$ cat src/rtl/video_timing_ctrl.sv
// video_timing_ctrl
//   Raster timing sequencer. Free-running h/v counters on pixel_clock drive
//   registered sync, blank, pixel coordinates and line/frame strobes. Run/stop
//   takes effect only at frame boundaries, so no truncated frame is ever sent.
//
// Ports
//   pixel_clock  in   pixel clock (only clock)
//   reset_n      in   asynchronous active-low reset
//   run          in   raster enable, sampled every clock
//   h_synch      out  horizontal sync (asserted level HS_POL)
//   v_synch      out  vertical sync (asserted level VS_POL)
//   blank        out  1 outside active area or when idle
//   pixel_x/y    out  active-area coordinates, hold last value while blanked
//   line_start   out  pulse at h=0 of each line while busy
//   frame_start  out  pulse at h=0, v=0
//   busy         out  1 in RUN or STOPPING
//   fetch_req    out  (VTIMING_PREFETCH_EN) fetch strobe, 2 clocks ahead of blank=0
//   fetch_x      out  (VTIMING_PREFETCH_EN) column to fetch
//
// Optional feature macro: VTIMING_PREFETCH_EN
//   Defined   -> fetch_req / fetch_x ports and lookahead logic exist.
//   Undefined -> those ports and that logic are absent.
//
// All outputs are registered from the current counter value, so they lag the
// counters by one clock.

module video_timing_ctrl #(
    parameter int   H_ACTIVE = 640,
    parameter int   H_FP     = 16,
    parameter int   H_SYNC   = 96,
    parameter int   H_BP     = 48,
    parameter int   V_ACTIVE = 480,
    parameter int   V_FP     = 10,
    parameter int   V_SYNC   = 2,
    parameter int   V_BP     = 33,
    parameter logic HS_POL   = 1'b0,
    parameter logic VS_POL   = 1'b0
) (
    input  logic       pixel_clock,
    input  logic       reset_n,
    input  logic       run,
    output logic       h_synch,
    output logic       v_synch,
    output logic       blank,
    output logic [9:0] pixel_x,
    output logic [9:0] pixel_y,
    output logic       line_start,
    output logic       frame_start,
    output logic       busy
`ifdef VTIMING_PREFETCH_EN
    ,
    output logic       fetch_req,
    output logic [9:0] fetch_x
`endif
);

    localparam logic [10:0] H_ACT  = 11'(H_ACTIVE);
    localparam logic [10:0] H_TOT  = 11'(H_ACTIVE + H_FP + H_SYNC + H_BP);
    localparam logic [10:0] H_SS   = 11'(H_ACTIVE + H_FP);
    localparam logic [10:0] H_SE   = 11'(H_ACTIVE + H_FP + H_SYNC);
    localparam logic [10:0] V_ACT  = 11'(V_ACTIVE);
    localparam logic [10:0] V_TOT  = 11'(V_ACTIVE + V_FP + V_SYNC + V_BP);
    localparam logic [10:0] V_SS   = 11'(V_ACTIVE + V_FP);
    localparam logic [10:0] V_SE   = 11'(V_ACTIVE + V_FP + V_SYNC);

    typedef enum logic [1:0] {IDLE, RUN, STOPPING} state_t;

    state_t      state, state_nxt;
    logic [10:0] h_cnt, v_cnt;
    logic        h_last, v_last, frame_end;

    assign h_last    = (h_cnt == H_TOT - 11'd1);
    assign v_last    = (v_cnt == V_TOT - 11'd1);
    assign frame_end = h_last && v_last;

    // ---- state register ----
    always_ff @(posedge pixel_clock or negedge reset_n) begin
        if (!reset_n) state <= IDLE;
        else          state <= state_nxt;
    end

    // ---- next state ----
    // At the last clock of a frame the run sample alone picks continue/idle,
    // whether the frame was running or already stopping.
    always_comb begin
        state_nxt = state;
        case (state)
            IDLE:     if (run) state_nxt = RUN;
            RUN:      if (frame_end) state_nxt = run ? RUN : IDLE;
                      else if (!run) state_nxt = STOPPING;
            STOPPING: if (run) state_nxt = RUN;
                      else if (frame_end) state_nxt = IDLE;
            default:  state_nxt = IDLE;
        endcase
    end

    // ---- counters: held at 0 in IDLE; the wrap at frame end also yields 0
    // when dropping to IDLE ----
    always_ff @(posedge pixel_clock or negedge reset_n) begin
        if (!reset_n) begin
            h_cnt <= '0;
            v_cnt <= '0;
        end else if (state == IDLE) begin
            h_cnt <= '0;
            v_cnt <= '0;
        end else if (h_last) begin
            h_cnt <= '0;
            v_cnt <= v_last ? 11'd0 : v_cnt + 11'd1;
        end else begin
            h_cnt <= h_cnt + 11'd1;
        end
    end

    // ---- output decode ----
    logic       hs_d, vs_d, blank_d, ls_d, fs_d, busy_d;
    logic [9:0] px_d, py_d;
    logic       active;

    assign active = (h_cnt < H_ACT) && (v_cnt < V_ACT);

    always_comb begin
        hs_d    = ~HS_POL;
        vs_d    = ~VS_POL;
        blank_d = 1'b1;
        px_d    = pixel_x;
        py_d    = pixel_y;
        ls_d    = 1'b0;
        fs_d    = 1'b0;
        busy_d  = 1'b0;
        if (state == IDLE) begin
            px_d = '0;
            py_d = '0;
        end else begin
            busy_d = 1'b1;
            ls_d   = (h_cnt == 11'd0);
            fs_d   = (h_cnt == 11'd0) && (v_cnt == 11'd0);
            if (active) begin
                blank_d = 1'b0;
                px_d    = h_cnt[9:0];
                py_d    = v_cnt[9:0];
            end
            if (h_cnt >= H_SS && h_cnt < H_SE) hs_d = HS_POL;
            if (v_cnt >= V_SS && v_cnt < V_SE) vs_d = VS_POL;
        end
    end

    always_ff @(posedge pixel_clock or negedge reset_n) begin
        if (!reset_n) begin
            h_synch     <= ~HS_POL;
            v_synch     <= ~VS_POL;
            blank       <= 1'b1;
            pixel_x     <= '0;
            pixel_y     <= '0;
            line_start  <= 1'b0;
            frame_start <= 1'b0;
            busy        <= 1'b0;
        end else begin
            h_synch     <= hs_d;
            v_synch     <= vs_d;
            blank       <= blank_d;
            pixel_x     <= px_d;
            pixel_y     <= py_d;
            line_start  <= ls_d;
            frame_start <= fs_d;
            busy        <= busy_d;
        end
    end

`ifdef VTIMING_PREFETCH_EN
    // Lookahead position = counters + 2, wrapping across line and frame, so
    // the fetch strobe leads the matching blank=0 output by two clocks.
    logic [10:0] la_h, la_v;
    logic        la_active;

    always_comb begin
        if (h_cnt >= H_TOT - 11'd2) begin
            la_h = h_cnt - (H_TOT - 11'd2);
            la_v = v_last ? 11'd0 : v_cnt + 11'd1;
        end else begin
            la_h = h_cnt + 11'd2;
            la_v = v_cnt;
        end
    end

    assign la_active = (la_h < H_ACT) && (la_v < V_ACT);

    always_ff @(posedge pixel_clock or negedge reset_n) begin
        if (!reset_n) begin
            fetch_req <= 1'b0;
            fetch_x   <= '0;
        end else if (state == IDLE) begin
            fetch_req <= 1'b0;
            fetch_x   <= '0;
        end else begin
            fetch_req <= la_active;
            if (la_active) fetch_x <= la_h[9:0];
        end
    end
`endif

endmodule

$ cat config.mk
export PLATFORM = sky130hd
export DESIGN_NAME = video_timing_ctrl
export DESIGN_NICKNAME = d
export VERILOG_FILES = /design/src/rtl/video_timing_ctrl.sv
export SDC_FILE = /design/constraint.sdc
export NUM_CORES = 1
export LEC_CHECK = 0
export CELL_PAD_IN_SITES_DETAIL_PLACEMENT = 1
export CELL_PAD_IN_SITES_GLOBAL_PLACEMENT = 1
export CORE_ASPECT_RATIO = 1.5
export CORE_MARGIN = 2
export CORE_UTILIZATION = 34
export DETAILED_ROUTE_END_ITERATION = 16
export GPL_TIMING_DRIVEN = 0
export HOLD_SLACK_MARGIN = 0.05
export MAX_ROUTING_LAYER = met4
export PLACE_DENSITY_LB_ADDON = 0.1
export SKIP_LAST_GASP = 1
export SYNTH_ARGS = -nofsm -noshare
export SYNTH_HDL_FRONTEND = slang
export SYNTH_SLANG_ARGS = --single-unit
$ cat constraint.sdc
create_clock -name pixel_clock -period 2.15 [get_ports pixel_clock]
set_input_delay 0.43 -clock pixel_clock [delete_from_list [all_inputs] [get_ports pixel_clock]]
set_output_delay 0.43 -clock pixel_clock [all_outputs]
set_load 0.05 [all_outputs]
==> results.ini, run 1 <==
[finish]
diodes = 0
area_delta_synth_final_pct = 21.90
final_area_um2 = 2779
multi_input_area_um2 = 957.2
final_cell_mix = dfrtp_1 (47), clkdlybuf4s50_1 (27), a22o_1 (19)
fill_cells = 725
utilization_pct = 42.84
final_nets = 245
drive_above_1_share_pct = 12.97
final_common_cell = dfrtp_1
regArea_um2 = 1255

[min_path]
hold_path.class = flop to flop
hold_depth = 1
whs_endpoint = pixel_y[9]
hold_start = pixel_y[9]

[timing]
final_period_minus_worst_setup_slack_ps = 2054
post-route-period-util_pct = 95.52
setup_violations = 0
fmax_mhz = 486.9
hold_ws_ps = 494.2
hold_viol_final = 0
relSlewSlack_pct = 62.39
slew_violations = 0
skew_ps = 14.84
tightest_slew_ps = 564.2
rsz0062_at_grt = no

[synth]
post_synth_instance_area_um2 = 2280
synthFlopType = dfrtp_1
async_reset_ff_share_pct = 100.0
yosysSeqAreaShare_pct = 55.05
ys_seq_elements = 50
syn_inst = 201
synth_nets = 208
synth-edff-count = 0
avgSynthCellArea_um2 = 11.34
ys_warn_count = 0
yosysUniqueCellTypes = 48

[critical_path]
cp_data_arrival_time_ps = 1620
reg2reg_from = v_cnt[1]
reg2regPathDepth = 5
cp-end-kind = output port
path_cells = clkdlybuf4s50_1
required_ps = 1720
cp-start-kind = flop
worstSetupPathType = flop to output port
critPathMaxStageDelay_ps = 790
timing.rr.end = v_cnt[10]
cp_num_buf_inv = 1
worst-path-max-fanout = 1
path_delay_family = buffers and inverters
crit_slowest_cell = clkdlybuf4s50_1
r2r_slack_ps = 140

[route]
vias = 1697
drt_first_pass_iters = 4
viasPerCell = 5.387
wl_per_cell_um = 17.44
drc = 0
drt_iter0_drc = 74
antenna_left = 0
wirelength_um = 5495

[run_status]
status = finished, final reports clean

[place]
portBuffers = 28
gp_congestion = 0.7794
dpl_cell_area_um2 = 2670
post-dp-hpwl_um = 3920

[power_and_ir_drop]
powerDensity_nw_per_um2 = 715.9
power.leakage_uw = 0.001168
vdd.ir_drop.worst_mv = 0.2910

[die]
dieArea_um2 = 7389
rows = 36
die_w_um = 70.86
initial_utilization_pct = 35.15
core-area_um2 = 6486
pin_count = 29
dieHeight_um = 104.3

[global_route]
grt_pass1_vias = 1811
track_usage_pct = 16.61
overflow = 0
grt_pass1_wl_um = 9418
antenna_found_initial = 0
grt_max_degree = 40

[cts]
cts_tree = built
cts_buffers = 5
cts.clk_slew.worst_paths_ps = 100
post_cts_buffers = 0
htreeDepth = 2
clock_latency_ps = 310
cts_root_buf = clkbuf_8
clkSinkCount = 50
cts.path.max_buffers = 2

[run]
cap_violations = 0

-- power by group --
group / switching [uW] / internal, uW / total, uW
Sequential: 43.9 / 995 / 1040
Clock: 343 / 233 / 577
Combinational: 249 / 125 / 374
Total: 636 / 1350 / 1990
-- state kept, by name, indices dropped and copies added (netlist names) --
register     cells
h_cnt           11
v_cnt           11
pixel_x         10
pixel_y         10
state            2
blank            1
busy             1
frame_start      1
h_synch          1
line_start       1
v_synch          1
-- synthesized netlist by cell type, types with 2 or more instances --
cell | count | area, um2
a21oi_1 | 6 | 30.03
a22o_1 | 19 | 166.4
and2_1 | 5 | 31.28
and3_1 | 3 | 18.77
and4_1 | 3 | 26.28
clkbuf_1 | 6 | 22.52
dfrtp_1 | 47 | 1176
dfstp_2 | 3 | 78.83
ha_1 | 4 | 50.05
inv_1 | 8 | 30.03
nand2_1 | 7 | 26.28
nand3_1 | 7 | 35.03
nand4_1 | 6 | 37.54
nor2_1 | 16 | 60.06
nor3_1 | 3 | 15.01
o21ai_0 | 8 | 40.04
o21ai_1 | 2 | 10.01
o31ai_1 | 2 | 15.01
or3_1 | 7 | 43.79
or4_1 | 3 | 22.52
xnor2_1 | 2 | 17.52
xor2_1 | 8 | 70.07
-- metal layers --
metal	vias up	GRT usage, %	share of wire (%)
li1	803	-	-
met1	854	19.34	43
met2	32	28.37	52
met3	8	2.422	2.8
met4	0	6.604	2.4
met5	-	-	0
-- through the flow --
stage | instances | setup TNS (ps) | total power (uW) | worst slack (ps)
after floorplan | 201 | 0 | 1283 | 353.0
after global placement | 305 | -43490 | 1426 | -907.2
after detailed placement | 306 | 0 | 1435 | 52.00
after CTS | 315 | 0 | 2019 | 20.34
after global routing | 315 | 0 | 2083 | 22.02
final | 315 | 0 | 1989 | 96.33
-- cells by family (layout without fill, tap and decap cells) --
logic type | count (synthesis) | count (layout) | synth area share [%]
AO/OA/AOI/OAI | 46 | 46 | 15.70
XOR/XNOR | 10 | 10 | 3.842
adder cells (fa/ha/maj) | 4 | 4 | 2.195
buffers and inverters | 17 | 55 | 3.238
flip-flops | 50 | 50 | 55.05
multiplexers | 1 | 1 | 0.4939
AND/OR/NAND/NOR | 73 | 73 | 19.49
-- how the worst max path moves through the flow --
stage / from / to / slack (ps) / cells after the start
final: blank / blank / 100 / 1
after global placement: reset_n / pixel_y[3] / -910 / 1
after global routing: v_cnt[1] / v_cnt[10] / 20 / 5
after CTS: h_cnt[0] / v_cnt[4] / 20 / 5
after floorplan: h_cnt[0] / v_cnt[8] / 350 / 5
after detailed placement: h_cnt[0] / v_cnt[4] / 50 / 5
-- area by class of cell --
type,count,share of cell area (%)
multi-input cells,134,34.44
flip-flops and latches,50,45.16
repair buffers,30,10.99
clock inverters,3,0.8555
well taps,76,3.422
plain buffers,9,1.576
inverters,8,1.081
clock buffers,5,2.476
-- repair_timing --
action,4_1_cts,5_1_grt
endpoints found under the setup margin,0,7
hold endpoints to repair,10,0
resized for setup,0,2
hold buffers,1,0
Note: power is estimated with default switching activity, not from simulation.
==> inputs of run 2 (changes only) <==
--- a/config.mk
+++ b/config.mk
@@ -12,2 +12,3 @@
 export CORE_UTILIZATION = 34
+export CTS_CLUSTER_SIZE = 8
 export DETAILED_ROUTE_END_ITERATION = 16
@@ -18,2 +19,3 @@
 export SKIP_LAST_GASP = 1
+export SLEW_MARGIN = 20
 export SYNTH_ARGS = -nofsm -noshare
--- a/constraint.sdc
+++ b/constraint.sdc
@@ -3,2 +3,2 @@
 set_output_delay 0.43 -clock pixel_clock [all_outputs]
-set_load 0.05 [all_outputs]
+set_load 0.02 [all_outputs]
==> run 2 against run 1 <==
Net effect: worst hold slack lost 350 ps; highest routed layer unchanged; combinational power decreased by 21%; clock power up 37%; cell count is 0.63% lower; largest cell class unchanged; utilization increased by 0.33 points.
==> results.ini, run 2 (synthesis gave the netlist of run 1 again) <==
[route]
vias = 1715
antenna_left = 0
wl_per_cell_um = 17.65
wirelength_um = 5525
drt_first_pass_iters = 4
drc = 0
drt_iter0_drc = 98
viasPerCell = 5.479

[finish]
utilization_pct = 43.17
drive_above_1_share_pct = 13.50
top_regs = h_cnt x11, v_cnt x11
final_area_um2 = 2800
area_delta_synth_final_pct = 22.83
final_common_cell = dfrtp_1
fill_cells = 720
diodes = 0
final_nets = 243
finalNonFillerCells = 313
final_cell_mix = dfrtp_1 (47), clkdlybuf4s50_1 (27), a22o_1 (19)

[critical_path]
path_cells = ha_1, and4_1, or3b_2, or3_1, a21oi_1
cp-end-kind = flop
worst-path-max-fanout = 6
worstSetupPathType = flop to flop
cp-start-kind = flop
worstSetupStartpoint = v_cnt[1]
r2r_slack_ps = 140
reg2reg_from = v_cnt[1]
reg2regPathDepth = 5
cp_data_arrival_time_ps = 2240
critPathMaxStageDelay_ps = 490
required_ps = 2380
crit_end = v_cnt[10]
timing.rr.end = v_cnt[10]
crit_slowest_cell = dfrtp_1

[global_route]
grt_max_degree = 51
antenna_found_initial = 0
grt_pass1_wl_um = 9625
track_usage_pct = 16.78
grt_pass1_vias = 1799
overflow = 0

[cts]
cts_root_buf = clkbuf_8
cts.path.max_buffers = 2
cts.clk_slew.worst_paths_ps = 100
clkSinkCount = 50
clock_latency_ps = 300
cts_buffers = 5
htreeDepth = 2
ctsHoldBuffers = 0
cts_tree = built

[timing]
final_period_minus_worst_setup_slack_ps = 2012
rsz0062_at_grt = no
hold_viol_final = 0
fmax_mhz = 496.9
tightest_slew_ps = 639.2
timing.setup.tns_ps = 0
relSlewSlack_pct = 57.39
post-route-period-util_pct = 93.60
skew_ps = 6.415
slew_violations = 0
fin_ws_ps = 137.7
setup_violations = 0

[die]
dieHeight_um = 104.3
pin_count = 29
initial_utilization_pct = 35.15
die_w_um = 70.86
dieArea_um2 = 7389
core-area_um2 = 6486
rows = 36

[place]
portBuffers = 28
dpl_cell_area_um2 = 2653
dp.cells = 305
post-dp-hpwl_um = 3863
place_ws_ps = 51.79
gp_congestion = 0.7794

[power_and_ir_drop]
power.leakage_uw = 0.001185
vdd.ir_drop.worst_mv = 0.3729
powerDensity_nw_per_um2 = 759.8

[run]
cap_violations = 0

[min_path]
hold_path.class = primary input to async pin

[run_status]
status = finished, final reports clean

-- run 2: changes by cell type in the layout (fill, tap and decap cells not counted) --
cell,delta
nor2_1,-1
clkbuf_1,-1
nor2_2,+1
bufinv_16,+2
clkinvlp_4,-2
clkinv_4,+1
buf_4,+1
inv_6,-1
buf_2,-1
buf_12,-1
dlygate4sd3_1,-1
clkbuf_2,+1
-- run 2: cell type report --
type / count / area [um2] / area share [%]
inverter: 8 / 30.03 / 1.072
tap: 76 / 95.09 / 3.396
timing repair buffer: 28 / 277.8 / 9.920
clock inverter: 3 / 68.82 / 2.458
multi-input combinational: 134 / 959.7 / 34.27
sequential: 50 / 1255 / 44.82
clock buffer: 5 / 68.82 / 2.458
buffer: 9 / 45.04 / 1.609
-- run 2: worst max-delay path: cells and delay by family, from the launching register on --
kind                       cells  cell delay (ps)
and+or+nand+nor                3             1050
DFF                            1              490
adders and majority gates      1              250
AOI/OAI and AO/OA              1              140
-- run 2: how the worst min path moves through the flow --
stage	start	slack, ps	endpoint	cells after the start
after global placement	pixel_y[9]	470	pixel_y[9]	1
final	reset_n	150	h_cnt[5]	1
after floorplan	reset_n	130	busy	0
after CTS	reset_n	170	h_cnt[5]	1
after global routing	reset_n	190	h_cnt[8]	1
after detailed placement	pixel_y[9]	470	pixel_y[9]	1
-- run 2: routing by layer --
metal / wire, um / GRT usage [%]
met4: 115 / 5.121
met2: 2882 / 28.84
met1: 2394 / 20.19
met5: 0 / -
met3: 132 / 2.326
-- run 2: through the flow --
step | hold slack, ps | power (uW)
after detailed placement | 471.0 | 1357
after global placement | 467.2 | 1353
after CTS | 169.4 | 2161
final | 147.0 | 2128
after floorplan | 134.4 | 1211
after global routing | 193.8 | 2232
-- run 2: what timing repair did --
action,CTS,global route
buffers inserted,0,0
endpoints found under the setup margin,0,9
resized for setup,0,5
-- run 2: where the power goes --
part	internal, uW	switching, uW	total (uW)
clock	466	325	791
sequential	995	44.2	1040
combinational	122	175	297
==> inputs of run 3 (changes only) <==
Settings changed: MAX_ROUTING_LAYER met4 to not set.
==> run 3 against run 2 <==
Net effect: clock power hardly changed; critical endpoint unchanged; wire length up 0.16%; clock skew grew 1.2 ps; die area is the same; largest cell class unchanged.
==> results.ini, run 3 (synthesis gave the netlist of run 1 again) <==
[run]
cap_violations = 0

[die]
dieHeight_um = 104.3
initial_utilization_pct = 35.15
pin_count = 29
core-area_um2 = 6486
dieArea_um2 = 7389
rows = 36
die_w_um = 70.86

[power_and_ir_drop]
p_switching_uw = 543.2
power.internal_uw = 1583
pwr-share-seq_pct = 48.8
vdd.ir_drop.worst_mv = 0.3729
combPwrFrac_pct = 14.0
powerDensity_nw_per_um2 = 759.5
p_clk_share_pct = 37.2
netSwitchingFraction_pct = 25.54
power.leakage_uw = 0.001185

[critical_path]
worstSetupPathType = flop to flop
worst-path-max-fanout = 6
cp_data_arrival_time_ps = 2240
required_ps = 2380
cp-end-kind = flop
reg2reg_from = v_cnt[1]
worstSetupStartpoint = v_cnt[1]
cp-start-kind = flop

[route]
vias = 1721
drt_first_pass_iters = 4
drc = 0
wirelength_um = 5534
wl_per_cell_um = 17.68
antenna_left = 0
drt_iter0_drc = 88
viasPerCell = 5.498

[timing]
slew_violations = 0
fmax_mhz = 497.4
relSlewSlack_pct = 57.39
post-route-period-util_pct = 93.51
hold_viol_final = 0
rsz0062_at_grt = no
tightest_slew_ps = 639.1
hold_ws_ps = 147.3
setup_violations = 0
final_period_minus_worst_setup_slack_ps = 2010
skew_ps = 7.632

[cts]
htreeDepth = 2
cts_root_buf = clkbuf_8
post_cts_buffers = 0
clock_latency_ps = 300
cts.clk_slew.worst_paths_ps = 100
clkSinkCount = 50
cts.path.max_buffers = 2
cts_tree = built
cts_buffers = 5

[global_route]
track_usage_pct = 16.33
grt_max_degree = 51
antenna_found_initial = 0
grt_pass1_wl_um = 9646
grt_pass1_vias = 1800
overflow = 0

[finish]
drive_above_1_share_pct = 13.50
utilization_pct = 43.17
final_common_cell = dfrtp_1
top_regs = h_cnt x11, v_cnt x11
final_area_um2 = 2800
final_nets = 243
final_cell_mix = dfrtp_1 (47), clkdlybuf4s50_1 (27), a22o_1 (19)
diodes = 0
area_delta_synth_final_pct = 22.83

[place]
gp_congestion = 0.7692
portBuffers = 28
dpl_cell_area_um2 = 2653
post-dp-hpwl_um = 3863

[run_status]
status = finished, final reports clean

[min_path]
hold_path.class = primary input to async pin

-- run 3: per-stage QoR --
| stage | TNS [ps] | cells | worst slack [ps] | total power, uW |
|---|---|---|---|---|
| global route | 0 | 313 | 42.37 | 2232 |
| floorplan | 0 | 201 | 353.0 | 1211 |
| detailed placement | 0 | 305 | 51.79 | 1357 |
| finish | 0 | 313 | 139.5 | 2127 |
| global placement | -43490 | 305 | -907.2 | 1353 |
| CTS | 0 | 313 | 14.88 | 2161 |
-- run 3: path summary, 6_finish.rpt --
path	cells past startpoint	end	slack, ps
max in group asynchronous	1	pixel_y[2]	1570
setup reg to reg	5	v_cnt[10]	140
hold / removal	1	h_cnt[5]	150
min in group pixel_clock	1	pixel_y[9]	490
setup / recovery	5	v_cnt[10]	140
hold reg to reg	1	pixel_y[9]	490
-- run 3: per-layer routing --
metal / part of all wire (%) / vias up / wire [um] / track usage, %
met1: 43 / 879 / 2398 / 20.19
li1: - / 802 / - / -
met5: 0 / - / 0 / 0
met3: 2.3 / 8 / 125 / 2.326
met4: 2.1 / 0 / 116 / 5.121
met2: 52 / 32 / 2893 / 28.84
-- run 3: timing repair --
item / CTS / global route
gates resized for setup: 0 / 5
setup endpoints to repair: 0 / 9
hold buffers: 0 / 0
-- run 3: cell type report --
cell class | instances | area [um2]
buffer | 9 | 45.04
tap | 76 | 95.09
fill | 720 | 3686
clock buffer | 5 | 68.82
clock inverter | 3 | 68.82
timing repair buffer | 28 | 277.8
sequential | 50 | 1255
inverter | 8 | 30.03
multi-input combinational | 134 | 959.7
-- run 3: power groups by stage --
stage	sequential [uW]	combinational [uW]	clock, uW
floorplan	1090	122	0
global placement	1060	297	0
detailed placement	1060	299	0
CTS	1040	302	819
global route	1050	331	851
finish	1040	298	790
-- run 3: worst max-delay path, stage by stage, from the launching register on --
cell and delay, ps:
dfrtp_1 490, ha_1 250, and4_1 290, or3b_2 460, or3_1 310, a21oi_1 140
